$ cat config.mk
export PLATFORM = sky130hd
export DESIGN_NAME = seg_scan_decoder
export DESIGN_NICKNAME = d
export VERILOG_FILES = /design/src/rtl/seg_scan_decoder.sv
export SDC_FILE = /design/constraint.sdc
export NUM_CORES = 1
export LEC_CHECK = 0
export BUFFER_PORTS_ARGS = -buffer_cell sky130_fd_sc_hd__buf_2
export CAP_MARGIN = 25
export CORE_ASPECT_RATIO = 1.2
export CORE_MARGIN = 2
export CORE_UTILIZATION = 45
export DETAILED_ROUTE_END_ITERATION = 16
export GPL_ROUTABILITY_DRIVEN = 0
export HOLD_SLACK_MARGIN = 0.06
export SLEW_MARGIN = 40
export SYNTH_ARGS = -nofsm -noshare
export SYNTH_HDL_FRONTEND = slang
export SYNTH_SLANG_ARGS = --single-unit
$ cat constraint.sdc
create_clock -name ck -period 3.6 [get_ports ck]
set_clock_uncertainty 0.05 [all_clocks]
set_input_delay 0.36 -clock ck [delete_from_list [all_inputs] [get_ports ck]]
set_output_delay 0.36 -clock ck [all_outputs]
set_load 0.03 [all_outputs]
$ cat src/rtl/seg_scan_decoder.sv
// Seven-segment scan decoder: samples a multiplexed display bus, waits for each
// digit select/pattern pair to stay stable, then latches the decoded hex value,
// decimal point and blank/bad flags for that digit. It also flags frame
// completion, multi-select glitches and a stale (no-update) condition.
module seg_scan_decoder #(
   parameter int STABLE  = 4,
   parameter int TIMEOUT = 20000
) (
   input  logic        ck,
   input  logic        reset,
   input  logic [7:0]  seg,
   input  logic [5:0]  ctrl,
   output logic [23:0] val,
   output logic [5:0]  dp,
   output logic [5:0]  blank,
   output logic [5:0]  bad,
   output logic        frame_done,
   output logic        sel_err,
   output logic        stale
);

   localparam int TW = $clog2(TIMEOUT + 1);

   typedef enum logic [1:0] {IDLE, SETTLE, HELD} state_t;

   logic [7:0]    r_seg, r_pseg;
   logic [5:0]    r_ctrl, r_pctrl;
   state_t        r_state;
   logic [7:0]    r_cnt;
   logic [TW-1:0] r_tcnt;
   logic [5:0]    r_seen;
   logic [23:0]   r_val;
   logic [5:0]    r_dp, r_blank, r_bad;
   logic          r_frame_done, r_sel_err, r_stale;

   logic [2:0]    w_nz;
   logic [2:0]    w_idx;
   logic          w_onecold, w_multi, w_same, w_commit;
   logic [5:0]    w_dec;
   logic [5:0]    w_seen_nxt;

   // Map a 7-segment pattern to {blank, bad, nibble}.
   function automatic logic [5:0] dec7(input logic [6:0] s);
      case (s)
         7'h3F: dec7 = 6'h00;
         7'h06: dec7 = 6'h01;
         7'h5B: dec7 = 6'h02;
         7'h4F: dec7 = 6'h03;
         7'h66: dec7 = 6'h04;
         7'h6D: dec7 = 6'h05;
         7'h7D: dec7 = 6'h06;
         7'h07: dec7 = 6'h07;
         7'h7F: dec7 = 6'h08;
         7'h6F: dec7 = 6'h09;
         7'h77: dec7 = 6'h0A;
         7'h7C: dec7 = 6'h0B;
         7'h39: dec7 = 6'h0C;
         7'h5E: dec7 = 6'h0D;
         7'h79: dec7 = 6'h0E;
         7'h71: dec7 = 6'h0F;
         7'h00: dec7 = 6'h20;
         default: dec7 = 6'h10;
      endcase
   endfunction

   // Input stage: every decision below looks only at these registered copies.
   always_ff @(posedge ck or negedge reset) begin
      if (!reset) begin
         r_seg  <= 8'h00;
         r_ctrl <= 6'h3F;
      end else begin
         r_seg  <= seg;
         r_ctrl <= ctrl;
      end
   end

   // Count low select lines and locate the selected digit.
   always_comb begin
      w_nz  = 3'd0;
      w_idx = 3'd0;
      for (int i = 0; i < 6; i++) begin
         if (!r_ctrl[i]) begin
            w_nz  = w_nz + 3'd1;
            w_idx = 3'(i);
         end
      end
   end

   assign w_onecold  = (w_nz == 3'd1);
   assign w_multi    = (w_nz >= 3'd2);
   assign w_same     = (r_ctrl == r_pctrl) && (r_seg == r_pseg);
   // Commit on the cycle the dwell counter would reach STABLE.
   assign w_commit   = (r_state == SETTLE) && w_same && (r_cnt == 8'(STABLE - 1));
   assign w_dec      = dec7(r_seg[6:0]);
   assign w_seen_nxt = r_seen | (6'd1 << w_idx);

   // Dwell FSM: tracks the current pair and how long it has been stable.
   always_ff @(posedge ck or negedge reset) begin
      if (!reset) begin
         r_state <= IDLE;
         r_cnt   <= 8'd0;
         r_pseg  <= 8'h00;
         r_pctrl <= 6'h3F;
      end else begin
         r_pseg  <= r_seg;
         r_pctrl <= r_ctrl;
         if (r_state != IDLE && w_same) begin
            if (r_state == SETTLE) begin
               r_cnt <= r_cnt + 8'd1;
               if (w_commit) r_state <= HELD;
            end
         end else if (w_onecold) begin
            r_state <= SETTLE;
            r_cnt   <= 8'd1;
         end else begin
            r_state <= IDLE;
            r_cnt   <= 8'd0;
         end
      end
   end

   // Digit outputs and frame tracking; uncommitted digits keep their values.
   always_ff @(posedge ck or negedge reset) begin
      if (!reset) begin
         r_val        <= 24'h0;
         r_dp         <= 6'h0;
         r_blank      <= 6'h0;
         r_bad        <= 6'h0;
         r_seen       <= 6'h0;
         r_frame_done <= 1'b0;
      end else begin
         r_frame_done <= 1'b0;
         for (int i = 0; i < 6; i++) begin
            if (w_commit && w_idx == 3'(i)) begin
               r_val[4*i +: 4] <= w_dec[3:0];
               r_dp[i]         <= r_seg[7];
               r_blank[i]      <= w_dec[5];
               r_bad[i]        <= w_dec[4];
            end
         end
         if (w_commit) begin
            if (w_seen_nxt == 6'h3F) begin
               r_seen       <= 6'h0;
               r_frame_done <= 1'b1;
            end else begin
               r_seen <= w_seen_nxt;
            end
         end
      end
   end

   // Select-glitch pulse and no-commit watchdog.
   always_ff @(posedge ck or negedge reset) begin
      if (!reset) begin
         r_sel_err <= 1'b0;
         r_tcnt    <= '0;
         r_stale   <= 1'b0;
      end else begin
         r_sel_err <= w_multi;
         if (w_commit)
            r_tcnt <= '0;
         else if (r_tcnt != TW'(TIMEOUT))
            r_tcnt <= r_tcnt + 1'b1;
         r_stale <= !w_commit && (r_tcnt >= TW'(TIMEOUT - 1));
      end
   end

   assign val        = r_val;
   assign dp         = r_dp;
   assign blank      = r_blank;
   assign bad        = r_bad;
   assign frame_done = r_frame_done;
   assign sel_err    = r_sel_err;
   assign stale      = r_stale;

endmodule

# Yosys cells after proc, flatten, opt, wreduce, memory -nomap -nowiden
# Index checks and enable logic that the tools add are counted.
[word_totals]
output_inout_bits = 45
in_bits = 16
word_cells = 117
ff_bits = 104
[classes]
n_eq_ne = 30
n_reduce_logical = 17
n_bitwise = 1
order_cmp = 2
muxes = 24
n_shift = 1
add_sub_neg = 7
[op_table]
columns = ["op", "count"]
rows = [
  ["$pmux W6 S17", 1],
  ["$eq A7 B7 Y1 const B", 12],
  ["$mux W15", 2],
  ["$mux W3", 9],
  ["$mux W8", 2],
  ["$add A15 B1 Y15 const B", 1],
  ["$add A3 B1 Y3 const B", 5],
  ["$ge A15 B15 Y1 const B", 1],
  ["$ne A15 B15 Y1 const B", 1],
  ["$eq A7 B3 Y1 const B", 2],
  ["$eq A7 B6 Y1 const B", 2],
  ["$logic_and A1 B1 Y1", 11],
  ["$add A8 B1 Y8 const B", 1],
  ["$eq A8 B2 Y1 const B", 1],
  ["$eq A8 B8 Y1", 1],
  ["$logic_not A7 Y1", 1],
  ["$eq A3 B1 Y1 const B", 2],
  ["$eq A3 B2 Y1 const B", 2],
  ["$eq A3 B3 Y1 const B", 2],
  ["$eq A6 B6 Y1", 1],
  ["$eq A6 B6 Y1 const B", 1],
  ["$mux W1", 6],
  ["$mux W2", 3],
  ["$mux W6", 1],
  ["9 further kinds", 11],
]

# Longest topological paths before layout
[logic_depth]
depth_word = 14
depth_mapped = 15
ltp_nobuf = 15

# Least setup slack after synthesis
# OpenSTA, ideal clock, no wires.
[synth_timing]
path_type = "register to register"
start = "register r_ctrl[1]"
end = "register r_cnt[0]"
arrival_time_ns = 3.152
setup_ns = 0.086
path_buffers = 0
synth_period_minus_slack_ns = 3.288
path_slack_ns = 0.312
required_ns = 3.464
stages_incl_launch_ff = 15
cell_sequence = "dfstp_2 inv_1 ha_1 xnor2_1 ha_1 nand2b_1 nand2_1 ha_1 or2_2 and2_1 ha_1 xnor2_1 nor4b_1 nor3_1 nor3_1"
[synth_between]
elab_chain_len = 12
elab_cells_between_ends = 16
classes_between = "add/sub (4); eq/ne (3); mux (7); reduce/logical (2)"
[synth_rtl]
columns = ["item", "line_no", "source"]
rows = [
  ["start, declared", "27", "logic [5:0] r_ctrl, r_pctrl;"],
  ["start signal, assigned", "73", "r_ctrl <= ctrl;"],
  ["$mux W3", "82", "if (!r_ctrl[i]) begin"],
  ["$add A3 B1 Y3", "83", "w_nz = w_nz + 3'd1;"],
  ["$mux W3", "82", ""],
  ["$add A3 B1 Y3", "83", ""],
  ["$mux W3", "82", ""],
  ["$add A3 B1 Y3", "83", ""],
  ["$mux W3", "82", ""],
  ["$add A3 B1 Y3", "83", ""],
  ["$mux W3", "82", ""],
  ["$eq A3 B1 Y1", "89", "assign w_onecold = (w_nz == 3'd1);"],
  ["$mux W1", "112", "end else if (w_onecold) begin"],
  ["$mux W8", "107", "if (r_state != IDLE && w_same) begin"],
  ["end signal, assigned", "109", "r_cnt <= r_cnt + 8'd1;"],
  ["end, declared", "29", "logic [7:0] r_cnt;"],
]
# Several ways; a longest one is shown, not always the timed one.
# A chain may end at the register's enable or synchronous reset.

# Final worst setup path
# Same ends and word-level chain as after synthesis.

==> results_dict.tcl <==
set metrics [dict create \
    fin_crit_ns 3.33 \
    rsz0062_at_grt "no" \
    status "finished clean" \
    synth-warning-count 0 \
    grt_pass1_wl_um 15200 \
    firstDrtPassIters 4 \
    cts_buffers 9 \
    routedWlPerCell_um 14.8 \
    worstHoldStart "r_ctrl[0]" \
    start_util 0.455 \
    dieArea_um2 11400 \
    rows 41 \
    h-tree-depth 3 \
    leakage_nw 2.73 \
    synthCells 407 \
    p_sw_frac 0.245 \
    worst_skew_pair.late_latency_ns 0.34 \
    p_sw_w 0.000570 \
    syn_avg_cell_area_um2 11.6 \
    crit_path_end "r_cnt[0]" \
    powerDensity_nw_per_um2 412 \
    synth_area_leaders "dfrtp_1 (49%), mux2_2 (11%), dfstp_2 (6.7%)" \
    path_clk_slew_ns 0.07 \
    cts_setup_buffers 0 \
    path_max_fanout 5 \
    dp_hpwl_um 6310 \
    post-route-drc-count 0 \
    cp.required_ns 3.81 \
    nFillCells 943 \
    portBuffers 60 \
    die_x_um 97.7 \
    internal_power_w 0.00176 \
    ys_ff_latch 104 \
    finalHoldViolations 0 \
    path_class "flop to flop" \
    post-route-period-util 0.924 \
    final.setup.tns_ns 0 \
    num_vias 3231 \
    reg2reg_to "r_cnt[0]" \
    slowest_stage "dfstp_2" \
    r2r-start "r_ctrl[1]" \
    hold_class "flop to flop" \
    grt.total_usage 0.169 \
    grt_antenna_before_repair 0 \
    grt_start_max_net_pins 83 \
    drive_gt1_frac 0.319 \
    viasPerCell 5.23 \
    num_antenna_cells 0 \
    finalNetCount 508 \
    clockBufferDepth 2 \
    end_kind "flop" \
    first_global_vias 3178 \
    crit_start "r_ctrl[1]" \
    finalWirelength_um 9150 \
    setup_viol 0 \
    cts_tree "yes" \
    layout-area-overhead-vs-synth_pct 19.3 \
    synth_top_area_frac 0.486 \
    drv_cap 0 \
    synth_top_area_cell "dfrtp_1" \
    irDropWorstVdd_uv 331 \
    combPwrFrac 0.083 \
    design_power_total_w 0.00233 \
    fin_util 0.543 \
    clockRootBuffer "clkbuf_16" \
    yosysSeqAreaShare 0.552 \
    dp.cells 587 \
    netlist_area_um2 4740 \
    cpMostUsedCell "ha_1" \
    synth_cell_types 52 \
    drv_slew 0 \
    slew_headroom 0.530 \
    cp-start-kind "flop" \
    crit_chain "inv_1 -> ha_1 -> xnor2_2 -> ha_1 -> nand2b_1 -> nand2_1 -> ha_1 -> or2_2 -> and2_1 -> ha_1 -> xnor2_1 -> nor4b_4 -> nor4_1 -> nor3_1" \
    drtAntennaViolNets 0 \
    cpPeakStageDelay_ns 0.57 \
    fmax_ghz 0.301 \
    p_clk_frac 0.389 \
    stdcell_count 618 \
    grt_overflow 0 \
    drt_iter0_drc 129 \
    worst_pin_slew_ns 0.698 \
    r2r_slack_ns 0.27 \
    crit_arrival_ns 3.54 \
    p_seq_frac 0.528 \
    core_area_um2 10400 \
    syn-num-nets 431 \
    die_y_um 116 \
    reg2regPathDepth 14 \
    pin_count 61 \
    clock-sinks 104 \
]
-- per-stage QoR --
stage | hold slack [ns] | instance area, um2 | setup slack [ns]
final | 0.346 | 5660 | 0.274
after global routing | 0.355 | 5660 | 0.0331
after CTS | 0.350 | 5630 | 0.00165
after detailed placement | 0.334 | 5200 | 0.0405
after global placement | 0.331 | 5200 | 0.187
after floorplan | 0.0144 | 4740 | 0.312
-- worst max-delay path, delay by kind of cell (launching register included) --
kind	cells	cell delay, ns
xor+xnor	2	0.40
fa+ha+maj	4	1.04
buf+inv	1	0.06
simple gates	7	1.11
flops	1	0.57
-- flip-flops by register name, summed over array words and instances, names as in the netlist --
| name | flops |
|---|---|
| bad | 6 |
| blank | 6 |
| dp | 6 |
| frame_done | 1 |
| r_cnt | 8 |
| r_ctrl | 6 |
| r_pctrl | 6 |
| r_pseg | 8 |
| r_seen | 6 |
| r_seg | 8 |
| r_state | 2 |
| r_tcnt | 15 |
| sel_err | 1 |
| stale | 1 |
| val | 24 |
-- cells in the final DEF (no fill, tap or decap), types with 9 or more instances in the layout --
cell | netlist | layout
a21oi_1 | 10 | 10
buf_2 | 3 | 59
buf_4 | 1 | 9
clkbuf_16 | 0 | 9
dfrtp_1 | 92 | 92
dfstp_2 | 12 | 12
dlygate4sd3_1 | 0 | 15
inv_1 | 14 | 14
mux2_2 | 45 | 45
nand2_1 | 16 | 16
nand2b_1 | 9 | 9
nand3_1 | 15 | 15
nor2_1 | 41 | 41
nor3_1 | 10 | 10
xor2_1 | 25 | 25
-- power by group through the flow --
stage	Clock, W	Combinational (W)	Sequential, W
5_1_grt	0.000993	0.000217	0.00124
2_1_floorplan	0	0.000119	0.00124
3_5_place_dp	0	0.000171	0.00125
3_3_place_gp	0	0.000164	0.00125
6_report	0.000908	0.000192	0.00123
4_1_cts	0.000939	0.000185	0.00123
-- worst min path at each step --
stage	slack (ns)	cells past startpoint	to
final	0.35	0	r_pctrl[0]
after global routing	0.36	0	r_pctrl[0]
after CTS	0.35	0	r_pctrl[1]
after detailed placement	0.33	0	r_pctrl[0]
after global placement	0.33	0	r_pctrl[0]
after floorplan	0.01	0	bad[0]
-- synth_stat cells, drive strengths merged --
| library cell | number |
|---|---|
| a211o | 1 |
| a211oi | 1 |
| a21boi | 4 |
| a21o | 2 |
| a21oi | 10 |
| a22oi | 7 |
| a311oi | 1 |
| a31oi | 4 |
| and2 | 1 |
| and3 | 5 |
| and4 | 1 |
| buf | 8 |
| clkbuf | 10 |
| dfrtp | 92 |
| dfstp | 12 |
| ha | 8 |
| inv | 14 |
| mux2 | 45 |
| mux2i | 2 |
| nand2 | 19 |
| nand2b | 9 |
| nand3 | 16 |
| nand3b | 2 |
| nand4 | 7 |
| nand4b | 1 |
| nor2 | 41 |
| nor2b | 5 |
| nor3 | 11 |
| nor3b | 2 |
| nor4 | 9 |
| nor4b | 2 |
| o211ai | 2 |
| o21a | 1 |
| o21ai | 6 |
| o22ai | 4 |
| o311ai | 2 |
| or2 | 3 |
| or4 | 1 |
| or4bb | 1 |
| xnor2 | 9 |
| xnor3 | 1 |
| xor2 | 25 |
-- final cells by class --
| class | count | area, um2 | area share |
|---|---|---|---|
| inverters | 14 | 52.6 | 0.00929 |
| repair buffers | 84 | 527 | 0.0931 |
| well taps | 129 | 161 | 0.0285 |
| flip-flops and latches | 104 | 2620 | 0.463 |
| clock inverters | 7 | 57.6 | 0.0102 |
| multi-input cells | 271 | 2020 | 0.356 |
| clock buffers | 9 | 225 | 0.0398 |
-- cell families (layout without fill, tap and decap cells) --
family	count (synthesis)	in the layout	synth area share
flip-flops	104	104	0.552
buffers and inverters	32	114	0.0272
AND/OR/NAND/NOR	136	136	0.159
adder cells (fa/ha/maj)	8	8	0.0211
multiplexers	47	47	0.111
AO/OA/AOI/OAI	45	45	0.0618
XOR/XNOR	35	35	0.0676
-- per-layer routing --
| layer | global-route usage | wire length (um) |
|---|---|---|
| met4 | 0.0676 | 201 |
| met2 | 0.294 | 4610 |
| met1 | 0.198 | 3860 |
| met5 | 0 | 0 |
| met3 | 0.0527 | 478 |
-- what timing repair did --
action | in CTS | in global routing
resized for setup | 0 | 3
endpoints found under the hold margin | 84 | 0
endpoints found under the setup margin | 0 | 2
hold buffers | 15 | 0
Note: power is estimated with default switching activity, not from simulation.
